<file path="src/rtl/addsub_seq_pkg.sv">
// Shared types and constants for the digit-serial ARM add/subtract unit.
package addsub_seq_pkg;

  // ARM add/subtract/compare operation codes
  typedef enum logic [2:0] {
    ADD = 3'd0,
    ADC = 3'd1,
    SUB = 3'd2,
    SBC = 3'd3,
    RSB = 3'd4,
    RSC = 3'd5,
    CMP = 3'd6,
    CMN = 3'd7
  } op_t;

  // Sequencer states
  typedef enum logic [1:0] {
    IDLE = 2'd0,
    RUN  = 2'd1,
    DONE = 2'd2
  } state_t;

  // Bit positions inside the FLAGS vector
  localparam int FLAG_N = 0;
  localparam int FLAG_Z = 1;
  localparam int FLAG_C = 2;
  localparam int FLAG_V = 3;

  // Compares only set flags; every other op writes the result register
  function automatic logic writes_result(op_t o);
    return !(o == CMP || o == CMN);
  endfunction

endpackage

</file>
<file path="src/rtl/addsub_digit.sv">
// Combinational D-bit ripple slice: sum, carry out, and the carry into the
// slice MSB (used for overflow on the most significant digit).
module addsub_digit #(
  parameter int D = 8
) (
  input  logic [D-1:0] x_d,
  input  logic [D-1:0] y_d,
  input  logic         cin,
  output logic [D-1:0] sum_d,
  output logic         cout,
  output logic         c_msb
);

  logic carry;

  // Ripple the carry through the digit, remembering the carry into bit D-1
  always_comb begin
    carry = cin;
    c_msb = cin;
    sum_d = '0;
    for (int i = 0; i < D; i++) begin
      if (i == D - 1) c_msb = carry;
      sum_d[i] = x_d[i] ^ y_d[i] ^ carry;
      carry    = (x_d[i] & y_d[i]) | (carry & (x_d[i] ^ y_d[i]));
    end
    cout = carry;
  end

endmodule

</file>
<file path="src/rtl/addsub_seq.sv">
// Digit-serial ARMv4 add/subtract unit with start/done handshake and
// registered NZCV flags. Processes N bits, D bits per cycle, LSB first.
// Optional build macro ADDSUB_SEQ_SET_FLAGS_EN: when defined, FLAGS are only
// updated if the latched set_flags bit is 1 (CMP/CMN always update).
module addsub_seq
  import addsub_seq_pkg::*;
#(
  parameter int N = 32,
  parameter int D = 8
) (
  input  logic         clk,
  input  logic         rst_n,
  input  logic         start,
  input  logic [2:0]   op,
  input  logic [N-1:0] a,
  input  logic [N-1:0] b,
  input  logic         carry_in,
  input  logic         set_flags,
  output logic         ready,
  output logic         done,
  output logic [N-1:0] s,
  output logic [3:0]   FLAGS
);

  localparam int STEPS = N / D;
  localparam int IW    = (STEPS > 1) ? $clog2(STEPS) : 1;

  state_t         state;
  op_t            op_reg;
  logic           sf_reg;
  logic [N-1:0]   x_reg;
  logic [N-1:0]   y_reg;
  logic [N-1:0]   res;
  logic           c_reg;
  logic           zero_acc;
  logic [IW-1:0]  idx;

  logic [N-1:0]   map_x;
  logic [N-1:0]   map_y;
  logic           map_c;
  logic [D-1:0]   sum_d;
  logic           cout;
  logic           c_msb;
  logic [N-1:0]   next_res;
  logic           flag_upd;

  addsub_digit #(.D(D)) u_digit (
    .x_d   (x_reg[D-1:0]),
    .y_d   (y_reg[D-1:0]),
    .cin   (c_reg),
    .sum_d (sum_d),
    .cout  (cout),
    .c_msb (c_msb)
  );

  // New digit enters at the top of the result shift register
  assign next_res = (res >> D) | (N'(sum_d) << (N - D));

`ifdef ADDSUB_SEQ_SET_FLAGS_EN
  assign flag_upd = sf_reg | (op_reg == CMP) | (op_reg == CMN);
`else
  logic unused_sf;
  assign unused_sf = sf_reg;
  assign flag_upd  = 1'b1;
`endif

  // Map the requested op onto a single x + y + c addition
  always_comb begin
    map_x = a;
    map_y = b;
    map_c = 1'b0;
    case (op_t'(op))
      ADD, CMN: map_c = 1'b0;
      ADC:      map_c = carry_in;
      SUB, CMP: begin map_y = ~b; map_c = 1'b1;     end
      SBC:      begin map_y = ~b; map_c = carry_in; end
      RSB:      begin map_x = b; map_y = ~a; map_c = 1'b1;     end
      RSC:      begin map_x = b; map_y = ~a; map_c = carry_in; end
      default:  map_c = 1'b0;
    endcase
  end

  // Sequencer: accept, step through the digits, commit result and flags
  always_ff @(posedge clk or negedge rst_n) begin
    if (!rst_n) begin
      state    <= IDLE;
      op_reg   <= ADD;
      sf_reg   <= 1'b0;
      x_reg    <= '0;
      y_reg    <= '0;
      res      <= '0;
      c_reg    <= 1'b0;
      zero_acc <= 1'b0;
      idx      <= '0;
      ready    <= 1'b1;
      done     <= 1'b0;
      s        <= '0;
      FLAGS    <= '0;
    end else begin
      done <= 1'b0;
      case (state)
        IDLE, DONE: begin
          if (start) begin
            x_reg    <= map_x;
            y_reg    <= map_y;
            c_reg    <= map_c;
            op_reg   <= op_t'(op);
            sf_reg   <= set_flags;
            zero_acc <= 1'b1;
            idx      <= '0;
            state    <= RUN;
            ready    <= 1'b0;
          end else begin
            state <= IDLE;
            ready <= 1'b1;
          end
        end
        RUN: begin
          x_reg    <= x_reg >> D;
          y_reg    <= y_reg >> D;
          c_reg    <= cout;
          res      <= next_res;
          zero_acc <= zero_acc & (sum_d == '0);
          idx      <= idx + 1'b1;
          if (idx == IW'(STEPS - 1)) begin
            if (writes_result(op_reg)) s <= next_res;
            if (flag_upd) begin
              FLAGS[FLAG_N] <= sum_d[D-1];
              FLAGS[FLAG_Z] <= zero_acc & (sum_d == '0);
              FLAGS[FLAG_C] <= cout;
              FLAGS[FLAG_V] <= cout ^ c_msb;
            end
            state <= DONE;
            done  <= 1'b1;
            ready <= 1'b1;
          end
        end
        default: begin
          state <= IDLE;
          ready <= 1'b1;
        end
      endcase
    end
  end

endmodule

</file>
<file path="config.mk">
export PLATFORM = sky130hd
export DESIGN_NAME = addsub_seq
export DESIGN_NICKNAME = d
export VERILOG_FILES = /design/src/rtl/addsub_seq_pkg.sv /design/src/rtl/addsub_digit.sv /design/src/rtl/addsub_seq.sv
export SDC_FILE = /design/constraint.sdc
export NUM_CORES = 1
export LEC_CHECK = 0
export CORE_MARGIN = 1.5
export CORE_UTILIZATION = 55
export DETAILED_ROUTE_END_ITERATION = 8
export GPL_ROUTABILITY_DRIVEN = 0
export PLACE_DENSITY_LB_ADDON = 0.15
export SYNTH_ARGS = -nofsm -noshare
export SYNTH_HDL_FRONTEND = slang
export SYNTH_SLANG_ARGS = --single-unit
</file>
<file path="constraint.sdc">
create_clock -name clk -period 4.85 [get_ports clk]
set_clock_uncertainty 0.05 [all_clocks]
set_input_delay 0.7275 -clock clk [delete_from_list [all_inputs] [get_ports clk]]
set_output_delay 0.7275 -clock clk [all_outputs]
set_load 0.02 [all_outputs]
</file>
==> results.cfg <==
[worst_setup_path]
worstReg2RegEnd = FLAGS[1]
cp-end-kind = flop
crit_type = flop to flop
cp.arrival_ns = 4.87
cp-start-kind = flop
worstPathMaxFanout = 4
required_ns = 5.11
r2r_slack_ns = 0.23
r2r_start = c_reg
rr_worst_depth = 14

[placed_design]
numPortBuffers = 108
dp_cells = 890
place_hpwl_mm = 12.0

[global_routing]
antenna_found_initial = 0
grt_start_max_net_pins = 79
grt_pass1_wl_mm = 29.9
grt_util_all_layers_pct = 27.2
grt_overflow = 0
grt_pass1_vias = 5766

[run]
maxCapViolCount = 0

[sta]
period_minus_slack_ns = 4.62
setup_viol = 0
drv_slew = 0
relSlewSlack_pct = 15.3
tightest_slew_ns = 1.27
fin_setup_tns_ns = 0
fin_crit_sh_pct = 95.3
hold_violations = 0
rsz0062_at_grt = no
fmaxAchievable_mhz = 216

[clocking]
cts_tree = yes
htreeDepth = 4
cts_setup_buffers = 0
cts_resized = 0
cts_buffers = 17
holdBufCountCts = 0
clk_latency_ns = 0.43
clkTransAtPathRegs_ns = 0.06
root_buffer = clkbuf_16
cts_buffer_depth = 2
clock-sinks = 134

[floorplanning]
fp-row-count = 41
die_x_um = 118
io_pins = 110
die_area_mm2 = 0.0140
coreArea_mm2 = 0.0128
initial_utilization_pct = 57.1
fp.dieH_um = 118

[logic_synthesis]
yosysMostFrequentCell = dfrtp_1
synth_compound_area_share_pct = 18.7
synth_area_leaders = dfrtp_1, mux2_4, nand2_1
synth.top_cell.area_share_pct = 45.5
ys_ff_latch = 134
synth_cell_types = 47
synthCells = 666
synthMuxAreaShare_pct = 10.8
synth-adder-area-share_pct = 2.36
synthArstFlopShare_pct = 100
synth_xor_area_share_pct = 0.120
synth_area_mm2 = 0.00732
synth_top_area_cell = dfrtp_1
synth_top_family_by_area = compound AO/OA/AOI/OAI gates
netlist_top_cells_count = dfrtp_1, nand2_1, nand3_1, nor2_1, and3b_1
synth_edf_count = 0
synth_ff_type = dfrtp_1
synthSimpleGateAreaFrac_pct = 16.0
synth.net_count = 747
ys_warn_count = 0
synth_seq_area_share_pct = 45.8
syn_avg_cell_area_um2 = 11.0

[layout]
drive_gt1_share_pct = 14.7
final_nets = 818
final_util_pct = 69.3
area_growth_pct = 21.5
diodes = 0
final_cells = 922

[pwr]
power_w = 0.00611
power.density_mw_per_mm2 = 687
peakVddDrop_uv = 341
p_leak_nw = 4.05

[routing]
drt-pass1-iter-count = 5
vias = 5650
wl_mm = 18.1
ant_nets = 0
drc = 0
drt-wirelength-per-cell_um = 19.6
drt_iter0_drc = 503
vias_per_cell = 6.13

[run_status]
status = complete, no violations

[hold_path]
hold_class = input pin to asynchronous set/reset pin
[through the flow]
stage / instance area, µm² / worst slack, ns / hold slack, ns
after global routing: 8890 / 0.0572 / 0.382
after floorplan: 7320 / 0.469 / 0.382
after CTS: 8890 / 0.196 / 0.349
final: 8890 / 0.230 / 0.323
after global placement: 8300 / 0.321 / 0.412
after detailed placement: 8300 / 0.229 / 0.419
[cells by family after synthesis]
| family | Yosys count |
|---|---|
| and+or+nand+nor | 235 |
| DFF | 134 |
| AOI/OAI and AO/OA | 146 |
| xor gates and xnor gates | 1 |
| buffers and inverters | 77 |
| adders and majority gates | 9 |
| muxes | 64 |
[metal layers]
layer,routed length [µm],GRT usage (%),up-vias
met2,8950,44.2,195
met4,437,11.1,0
met5,0,0,-
met3,1050,5.74,34
met1,7670,35.5,2820
li1,-,-,2601
[how the worst max path moves through the flow]
stage                     startpoint  endpoint  slack [ns]
after floorplan                c_reg  FLAGS[1]        0.47
after global placement         c_reg  FLAGS[1]        0.32
after detailed placement       c_reg  FLAGS[1]        0.23
after CTS                      c_reg  FLAGS[1]        0.20
after global routing           c_reg  FLAGS[1]        0.06
final                          c_reg  FLAGS[1]        0.23
[placed cells by master, fill, tap and decap left out, types with 2 or more instances in the layout]
master	instances
buf_4	9
a21o_1	2
clkbuf_1	4
a221o_1	8
o211ai_1	18
o21ai_0	5
nand2b_2	3
a211oi_1	9
clkinvlp_4	3
bufinv_16	3
nand2_1	105
o21ai_1	4
o221a_1	24
o31ai_1	8
and3b_1	33
nor2b_4	2
fa_1	8
dfrtp_1	133
mux2_1	2
inv_1	12
nand3_1	43
o2111ai_1	24
clkbuf_16	17
mux2_2	8
mux2_4	28
o2bb2ai_1	14
a21bo_2	2
o211ai_2	22
nor3_1	9
clkdlybuf4s50_1	107
clkinv_4	4
nor2_1	34
mux2i_1	26
[power breakdown]
| group | switching (W) | internal, W |
|---|---|---|
| Sequential | 0.000386 | 0.00165 |
| Combinational | 0.00148 | 0.00130 |
| Clock | 0.000482 | 0.000808 |
[critical path, stage by stage (launching register included)]
cell and delay, ns:
dfrtp_1 0.41, fa_1 0.48, fa_1 0.47, fa_1 0.46, fa_1 0.42, inv_1 0.09
fa_1 0.17, inv_1 0.05, fa_1 0.46, fa_1 0.48, inv_1 0.10, fa_1 0.45
and3b_1 0.22, nand4b_1 0.12, o21ai_0 0.09
[area by class of cell]
cell class                 count  area, µm²
fill                        1004       3930
multi-input combinational    455       3530
sequential                   134       3350
timing repair buffer         117       1160
clock buffer                  21        440
tap                          172        215
clock inverter                11        153
inverter                      12       45.0
Power figures use the tool's default switching activity.
